### config.mk
export PLATFORM = sky130hd
export DESIGN_NAME = reg_driver
export DESIGN_NICKNAME = d
export VERILOG_FILES = /design/src/rtl/reg_driver.sv
export SDC_FILE = /design/constraint.sdc
export NUM_CORES = 1
export LEC_CHECK = 0
export ABC_AREA = 1
export BUFFER_PORTS_ARGS = -buffer_cell sky130_fd_sc_hd__buf_2
export CORE_MARGIN = 2
export CORE_UTILIZATION = 40
export DETAILED_ROUTE_END_ITERATION = 10
export HOLD_SLACK_MARGIN = 0.05
export PLACE_DENSITY = 0.59
export SYNTH_ARGS = -nofsm -noshare
export SYNTH_HDL_FRONTEND = slang
export SYNTH_SLANG_ARGS = --single-unit
### constraint.sdc
create_clock -name clk -period 1.8 [get_ports clk]
set_input_delay 0.54 -clock clk [delete_from_list [all_inputs] [get_ports clk]]
set_output_delay 0.54 -clock clk [all_outputs]
set_load 0.005 [all_outputs]
### src/rtl/reg_driver.sv
// Stimulus sequencer and self-checker for an enabled register with sync reset.
// Optional stop-on-first-error behaviour and fail_phase output: define REG_DRV_STOP_ON_ERR_EN.
module reg_driver #(
  parameter int unsigned D_BIT    = 8,
  parameter int unsigned RST_CYC  = 2,
  parameter int unsigned HOLD_CYC = 4,
  parameter int unsigned N_RAND   = 32,
  parameter logic [15:0] SEED     = 16'hACE1
) (
  input  logic             clk,
  input  logic             rst_n,
  input  logic             start,
  output logic             dut_rst,
  output logic             dut_en,
  output logic [D_BIT-1:0] dut_d,
  input  logic [D_BIT-1:0] dut_q,
  output logic             busy,
  output logic             done,
  output logic [15:0]      err_cnt,
  output logic             pass
`ifdef REG_DRV_STOP_ON_ERR_EN
  ,
  output logic [2:0]       fail_phase
`endif
);

  localparam int unsigned MAX_A   = (RST_CYC > D_BIT) ? RST_CYC : D_BIT;
  localparam int unsigned MAX_B   = (HOLD_CYC > N_RAND) ? HOLD_CYC : N_RAND;
  localparam int unsigned MAX_LEN = (MAX_A > MAX_B) ? MAX_A : MAX_B;
  localparam int unsigned CNT_W   = $clog2(MAX_LEN + 1);

  typedef enum logic [2:0] {
    S_IDLE  = 3'd0,
    S_RST   = 3'd1,
    S_WALK  = 3'd2,
    S_HOLD  = 3'd3,
    S_RAND  = 3'd4,
    S_DRAIN = 3'd5,
    S_DONE  = 3'd6
  } state_e;

  state_e             state_q, state_d;
  logic [CNT_W-1:0]   cnt_q, cnt_d;
  logic [15:0]        lfsr_q, lfsr_d;
  logic [D_BIT-1:0]   gold_q, gold_d;
  logic               chk_q, chk_d;
  logic               dut_rst_q, dut_rst_d;
  logic               dut_en_q, dut_en_d;
  logic [D_BIT-1:0]   dut_d_q, dut_d_d;
  logic               busy_q, busy_d;
  logic               done_q, done_d;
  logic [15:0]        err_q, err_d;
  logic               pass_q, pass_d;
  logic               start_ok;
  logic               sampling;
  logic               mismatch;
  logic               lfsr_fb;
`ifdef REG_DRV_STOP_ON_ERR_EN
  logic [2:0]         fail_phase_q, fail_phase_d;
  logic [2:0]         chk_phase_q, chk_phase_d;
`endif

  assign start_ok = start && ((state_q == S_IDLE) || (state_q == S_DONE));
  assign sampling = (state_q == S_RST) || (state_q == S_WALK) ||
                    (state_q == S_HOLD) || (state_q == S_RAND);
  assign mismatch = chk_q && (dut_q != gold_q);
  assign lfsr_fb  = lfsr_q[15] ^ lfsr_q[13] ^ lfsr_q[12] ^ lfsr_q[10];

  // Next state, golden model, error count and the registered drive values.
  always_comb begin
    state_d   = state_q;
    cnt_d     = cnt_q + CNT_W'(1);
    lfsr_d    = lfsr_q;
    gold_d    = gold_q;
    chk_d     = chk_q;
    err_d     = err_q;
    dut_rst_d = 1'b0;
    dut_en_d  = 1'b0;
    dut_d_d   = '0;
`ifdef REG_DRV_STOP_ON_ERR_EN
    fail_phase_d = fail_phase_q;
    chk_phase_d  = chk_phase_q;
`endif

    case (state_q)
      S_IDLE, S_DONE: begin
        cnt_d = '0;
        if (start) state_d = S_RST;
      end
      S_RST:  if (cnt_q == CNT_W'(RST_CYC - 1))  begin state_d = S_WALK;  cnt_d = '0; end
      S_WALK: if (cnt_q == CNT_W'(D_BIT - 1))    begin state_d = S_HOLD;  cnt_d = '0; end
      S_HOLD: if (cnt_q == CNT_W'(HOLD_CYC - 1)) begin state_d = S_RAND;  cnt_d = '0; end
      S_RAND: if (cnt_q == CNT_W'(N_RAND - 1))   begin state_d = S_DRAIN; cnt_d = '0; end
      S_DRAIN: begin
        state_d = S_DONE;
        cnt_d   = '0;
        chk_d   = 1'b0;
      end
      default: begin
        state_d = S_IDLE;
        cnt_d   = '0;
      end
    endcase

    // Golden register tracks what the register under test sampled this edge.
    if (sampling) begin
      chk_d = 1'b1;
      if (dut_rst_q)     gold_d = '0;
      else if (dut_en_q) gold_d = dut_d_q;
    end

    if (start_ok) begin
      err_d  = '0;
      lfsr_d = SEED;
`ifdef REG_DRV_STOP_ON_ERR_EN
      fail_phase_d = '0;
    end else if (mismatch && (err_q == 16'd0)) begin
      err_d        = 16'd1;
      fail_phase_d = chk_phase_q;
    end
    if (sampling) chk_phase_d = 3'(state_q);
    // A counted error ends the run on the following edge.
    if ((err_q != 16'd0) && (sampling || (state_q == S_DRAIN))) begin
      state_d = S_DONE;
      cnt_d   = '0;
      chk_d   = 1'b0;
    end
`else
    end else if (mismatch && (err_q != 16'hFFFF)) begin
      err_d = err_q + 16'd1;
    end
`endif

    if (state_d == S_RAND) lfsr_d = {lfsr_q[14:0], lfsr_fb};

    case (state_d)
      S_RST:  dut_rst_d = 1'b1;
      S_WALK: begin
        dut_en_d = 1'b1;
        dut_d_d  = D_BIT'(1) << cnt_d;
      end
      S_HOLD: dut_d_d = ~gold_d;
      S_RAND: begin
        dut_rst_d = (lfsr_d[3:0] == 4'hF);
        dut_en_d  = lfsr_d[15];
        dut_d_d   = lfsr_d[D_BIT-1:0];
      end
      default: ;
    endcase
  end

  assign busy_d = (state_d != S_IDLE) && (state_d != S_DONE);
  assign done_d = (state_d == S_DONE);
  assign pass_d = done_d && (err_d == 16'd0);

  always_ff @(posedge clk or negedge rst_n) begin
    if (!rst_n) begin
      state_q   <= S_IDLE;
      cnt_q     <= '0;
      lfsr_q    <= SEED;
      gold_q    <= '0;
      chk_q     <= 1'b0;
      err_q     <= '0;
      dut_rst_q <= 1'b0;
      dut_en_q  <= 1'b0;
      dut_d_q   <= '0;
      busy_q    <= 1'b0;
      done_q    <= 1'b0;
      pass_q    <= 1'b0;
`ifdef REG_DRV_STOP_ON_ERR_EN
      fail_phase_q <= '0;
      chk_phase_q  <= '0;
`endif
    end else begin
      state_q   <= state_d;
      cnt_q     <= cnt_d;
      lfsr_q    <= lfsr_d;
      gold_q    <= gold_d;
      chk_q     <= chk_d;
      err_q     <= err_d;
      dut_rst_q <= dut_rst_d;
      dut_en_q  <= dut_en_d;
      dut_d_q   <= dut_d_d;
      busy_q    <= busy_d;
      done_q    <= done_d;
      pass_q    <= pass_d;
`ifdef REG_DRV_STOP_ON_ERR_EN
      fail_phase_q <= fail_phase_d;
      chk_phase_q  <= chk_phase_d;
`endif
    end
  end

  assign dut_rst = dut_rst_q;
  assign dut_en  = dut_en_q;
  assign dut_d   = dut_d_q;
  assign busy    = busy_q;
  assign done    = done_q;
  assign err_cnt = err_q;
  assign pass    = pass_q;
`ifdef REG_DRV_STOP_ON_ERR_EN
  assign fail_phase = fail_phase_q;
`endif

endmodule

==> reports/results.ini, run 1 <==
[logic_synthesis]
yosys.area.top_type = dfrtp_1
async_flop_share_pct = 100
synthTopCellsByArea = dfrtp_1 38%, nand2_1 13%, inv_1 6.7%, dfstp_2 5.8%, nor2_1 5.2%
synth-edff-count = 0
synth_area_um2 = 3630
synth_top_flop_cell = dfrtp_1
syn-num-nets = 473
synth_top_area_share_pct = 37.9
ys_types = 45
syn_inst = 459
avgSynthCellArea_um2 = 7.92
synth.yosys.seq_area_share_pct = 43.6
ys_ff_latch = 63
yosys_warnings = 0
post-synth-top-count-cell = nand2_1
synthTopCellsByCount = 126 x nand2_1, 65 x inv_1, 55 x dfrtp_1, 50 x nor2_1, 24 x nand3_1

[global_routing]
grt_pass1_vias = 3376
grt_max_degree = 64
grt_pass1_wl_mm = 16.2
grt.total_usage_pct = 20.7
overflow = 0
antenna_found_initial = 0

[clock_tree]
cts_root_buffer = clkbuf_8
cts_tree = yes
cts_hold_buf = 0
numCtsBuffers = 9
cts.path.max_buffers = 2
cts.reportedPaths.clkPinSlew_ns = 0.07
htree_levels = 3
clkLatencyLatePin_ns = 0.34
clock_sinks = 63

[setup_path]
worstSetupPathType = flop to flop
end_kind = flop
start_kind = flop
cp.arrival_ns = 2.27
critPathRequiredTime_ns = 2.06
crit_path_max_incr_delay_ns = 0.41
cp_max_fo = 6
worstRegToRegCells = 12
crit_path_frequent_cell = nand2_4
slowest_stage = dfrtp_1
critical_path.cell_chain = buf_6 > ha_4 > nand4_1 > nand2_2 > nand2_4 > nor2_4 > nand2_4 > nor2_4 > nand2_4 > buf_4 > buf_6 > o221ai_2

[layout]
final_util_pct = 57.7
areaGrowthSynthToFinish_pct = 39.2
antenna_cells = 0
layout-drive-gt1-share_pct = 41.6
nNetsFinal = 610
layout.cells.non_filler = 709
postLayoutCellArea_um2 = 5060

[power_and_ir_drop]
pwr-share-comb_pct = 53.8
internal-power_w = 0.00430
power.switching_w = 0.00305
swShare_pct = 41.5
seq_power_share_pct = 29.6
p_total_w = 0.00735
peakVddDrop_uv = 853
clkPwrFrac_pct = 16.5
cellPowerDensity_nw_per_um2 = 1450
power.leakage_nw = 2.65

[placed_design]
placed_cell_area_um2 = 4550
place_hpwl_mm = 7.06
place_ws_ns = -0.225
placed_cells = 679
io_buffers = 39
routabilityCongestion = 0.846

[die]
row_count = 34
core_um2 = 8760
dieArea_um2 = 9870
ioPinCount = 40
fp.dieH_um = 99.3
start_util_pct = 41.5
dieWidth_um = 99.3

[sta]
slew_headroom_pct = 76.7
worst_pin_slew_ns = 0.349
timing.fmax_mhz = 496
finalSetupViolCount = 28
finalMaxSlewViolations = 0
fin_ws_ns = -0.215
fin_crit_sh_pct = 112
finClkSkew_ns = 0.00945
finalHoldViolCount = 0
period_needed_ns = 2.02
rsz0062_at_grt = yes

[detailed_routing]
dr.pass1.iters = 4
ant_nets = 0
drt_iter0_markers = 271
wl_per_cell_um = 13.7
via_per_inst = 4.87
drcViolationCount = 0
totalWireLength_mm = 9.74
vias = 3451

[outcome]
violations = setup timing
status = finished with violations

[run]
cap_viol_max_count = 0

[hold_path]
min_path_type = primary input to asynchronous set/reset pin

-- power groups by stage --
stage               Clock [W]  Combinational [W]  Sequential, W
global placement            0            0.00345        0.00216
global route          0.00131            0.00439        0.00223
CTS                   0.00123            0.00374        0.00216
detailed placement          0            0.00350        0.00217
floorplan                   0            0.00213        0.00215
finish                0.00122            0.00396        0.00218
-- worst paths after layout --
path	from	endpoint	slack, ns
max	cnt_q[0]	dut_d[7]	-0.22
min	rst_n	err_cnt[0]	0.20
max reg2reg	cnt_q[0]	dut_d[7]	-0.22
min reg2reg	lfsr_q[9]	lfsr_q[9]	0.50
max in group asynchronous	rst_n	lfsr_q[0]	1.27
min in group clk	lfsr_q[9]	lfsr_q[9]	0.50
-- sequential cells by signal (all words and copies together) (netlist names), 3 cells and up --
signal / cells
gold_q: 8
err_cnt: 16
lfsr_q: 16
state_q: 3
dut_d: 8
cnt_q: 6
-- kinds of logic (layout without fill, tap and decap cells) --
family / after synthesis / in the layout / synth area share (%)
AND/OR/NAND/NOR: 245 / 246 / 31.8
buffers and inverters: 82 / 223 / 9.67
flip-flops: 63 / 63 / 43.6
AO/OA/AOI/OAI: 48 / 48 / 9.47
XOR/XNOR: 18 / 18 / 4.34
adder cells (fa/ha/maj): 3 / 3 / 1.03
-- critical path: cells and delay by family (launching register included) --
family / cells / cell delay [ns]
fa+ha+maj: 1 / 0.11
flops: 1 / 0.41
compound gates: 1 / 0.18
simple gates: 7 / 0.82
buf+inv: 3 / 0.41
-- stage by stage --
step                hold WS [ns]  setup TNS (ns)
floorplan                  0.244               0
global placement           0.481           -2.46
detailed placement         0.478           -3.82
CTS                        0.213           -3.40
global route               0.224           -8.05
finish                     0.196           -3.94
-- layout make-up --
cell class,count,area (um^2)
Clock inverter,6,61.3
Tap cell,108,135
Multi-Input combinational cell,315,1920
Clock buffer,10,128
Fill cell,801,3700
Timing Repair inverter,2,13.8
Sequential cell,63,1590
Inverter,75,294
Timing Repair Buffer,130,922
-- per-layer routing --
metal | track usage, % | wire length [um] | part of all wire, % | vias to the layer above
li1 | - | - | - | 1739
met1 | 29.5 | 4510 | 46 | 1623
met5 | 0 | 0 | 0 | -
met4 | 5.37 | 101 | 1.0 | 0
met3 | 4.08 | 477 | 4.9 | 10
met2 | 32.3 | 4660 | 48 | 79
-- what timing repair did --
item / 4_1_cts / 5_1_grt
pin swaps: 6 / 13
gates resized for setup: 18 / 46
buffers inserted: 6 / 5
endpoints found under the setup margin: 27 / 39
cloned: 2 / 1
-- cells in the final DEF (no fill, tap or decap), types with 3 or more instances in the layout --
cell type	n
nor2_1	41
inv_2	12
nand3_1	22
nand4_1	9
nor3_2	3
buf_2	39
inv_1	60
xor2_1	8
dfstp_2	8
o22ai_1	5
dfrtp_1	52
buf_6	5
o21ai_2	5
a21oi_1	7
o21ai_0	10
nand3_2	4
o22ai_2	3
nand2_2	19
nand2_1	115
dfrtp_2	3
buf_4	84
nand2_4	6
clkbuf_8	9
nor2_4	9
ha_4	3
clkinv_2	3
a211oi_2	4
nor3_1	3
xnor2_1	9
nor2_2	8
inv_4	3
(Power assumes the default switching activity.)
==> run 2: changes to the inputs <==
Settings changed: CORE_MARGIN 2 to unset, GPL_TIMING_DRIVEN set to 0.
==> reports/results.ini, run 2 (synthesized netlist as in run 1, its figures left out) <==
[global_routing]
antenna_found_initial = 0
grt_use_met2_pct = 31.9
grt_pass1_wl_mm = 15.0
grtUsageMet1_pct = 27.1
overflow = 0
grt.total_usage_pct = 19.9
grt_use_met3_pct = 3.81
grt_max_degree = 64
grt_pass1_vias = 3126
busiest_layer = met2

[sta]
finalSetupViolCount = 26
fin_ws_ns = -0.136
rsz0062_at_grt = yes
period_needed_ns = 1.94
fin_setup_tns_ns = -2.25
finClkSkew_ns = 0.0101
finalMaxSlewViolations = 0
finalHoldViolCount = 0
slew_headroom_pct = 46.1
fin_crit_sh_pct = 108
timing.fmax_mhz = 516
worst_pin_slew_ns = 0.809

[layout]
layout-drive-gt1-share_pct = 34.9
fill_cells = 801
final-seq-area_um2 = 1600
antenna_cells = 0
multi_input_area_um2 = 1920
layout.cells.non_filler = 661
areaGrowthSynthToFinish_pct = 29.7
nNetsFinal = 562
final_common_cell = nand2_1
final_util_pct = 53.8
mostFrequentLayoutCells = 118 x nand2_1, 61 x inv_1, 48 x dfrtp_1, 42 x nor2_1, 39 x buf_2

[detailed_routing]
totalWireLength_mm = 8.98
wl_per_cell_um = 13.6
via_per_inst = 4.88
drcViolationCount = 0
vias = 3223
ant_nets = 0
drt_iter0_markers = 155
dr.pass1.iters = 4

[power_and_ir_drop]
peakVddDrop_uv = 640
cellPowerDensity_nw_per_um2 = 1520
power.leakage_nw = 2.43
p_total_w = 0.00716

[placed_design]
io_buffers = 39
place_ws_ns = -0.407
routabilityCongestion = 0.856
placed_cells = 606
place_hpwl_mm = 6.11

[die]
ioPinCount = 40
row_count = 34
dieArea_um2 = 9470
fp.dieH_um = 97.3
start_util_pct = 41.5
dieWidth_um = 97.3
core_um2 = 8760

[clock_tree]
cts_tree = yes
numCtsBuffers = 9
clkLatencyLatePin_ns = 0.35
clock_sinks = 63
cts.reportedPaths.clkPinSlew_ns = 0.08
cts_root_buffer = clkbuf_8
htree_levels = 3
cts.path.max_buffers = 2

[setup_path]
end_kind = flop
reg2reg_to = dut_d[2]
worstRegToRegCells = 13
cp_max_fo = 6
critPathRequiredTime_ns = 2.03
reg2reg_from = cnt_q[0]
worst-r2r-setup-slack_ns = -0.14
worstSetupPathType = flop to flop
start_kind = flop
crit_start = cnt_q[0]
cp.arrival_ns = 2.17

[outcome]
violations = setup timing
status = finished with violations

[run]
cap_viol_max_count = 0

[hold_path]
min_path_type = primary input to asynchronous set/reset pin

run 2: worst max-delay path by stage:
stage / endpoint / slack [ns] / depth (start not counted)
2_1_floorplan: pass / 0.007 / 14
4_1_cts: dut_d[2] / -0.12 / 14
6_report: dut_d[2] / -0.14 / 13
3_3_place_gp: pass / -0.42 / 13
5_1_grt: dut_d[2] / -0.27 / 14
3_5_place_dp: pass / -0.41 / 13
run 2: layout make-up:
| type | instances | area share [%] |
|---|---|---|
| inverter | 75 | 6.24 |
| timing repair buffer | 76 | 10.3 |
| timing repair inverter | 1 | 0.133 |
| tap | 108 | 2.87 |
| multi-input combinational | 315 | 40.7 |
| clock buffer | 10 | 2.92 |
| sequential | 63 | 33.8 |
| buffer | 7 | 1.49 |
| clock inverter | 6 | 1.46 |
run 2: timing repair:
item,in CTS,in global routing
pin swaps,22,7
endpoints found under the setup margin,32,30
buffers inserted,28,8
resized for setup,51,18
hold buffers,0,0
cloned,3,0
run 2: metrics by stage:
stage	area [um^2]	hold slack (ns)
5_1_grt	4710	0.336
4_1_cts	4590	0.307
3_3_place_gp	3980	0.478
3_5_place_dp	3980	0.480
6_report	4710	0.265
2_1_floorplan	3650	0.244
run 2: critical path, cell delays in order (launching register included):
cell	delay, ns
dfrtp_2	0.45
ha_4	0.18
buf_4	0.13
nand4_4	0.07
nand2_4	0.07
buf_4	0.15
nand3_4	0.11
nor2_4	0.06
nand2_4	0.11
inv_8	0.07
buf_12	0.13
buf_8	0.12
a21oi_2	0.10
nand2_1	0.06
run 2: report_power, final:
part,switching (W),internal [W]
Clock,0.000605,0.000684
Sequential,0.000341,0.00185
Combinational,0.00211,0.00157
run 2: layer usage:
| layer | vias to the layer above | routed length [um] |
|---|---|---|
| li1 | 1630 | - |
| met3 | 9 | 412 |
| met1 | 1503 | 4150 |
| met4 | 0 | 93 |
| met2 | 81 | 4330 |
| met5 | - | 0 |
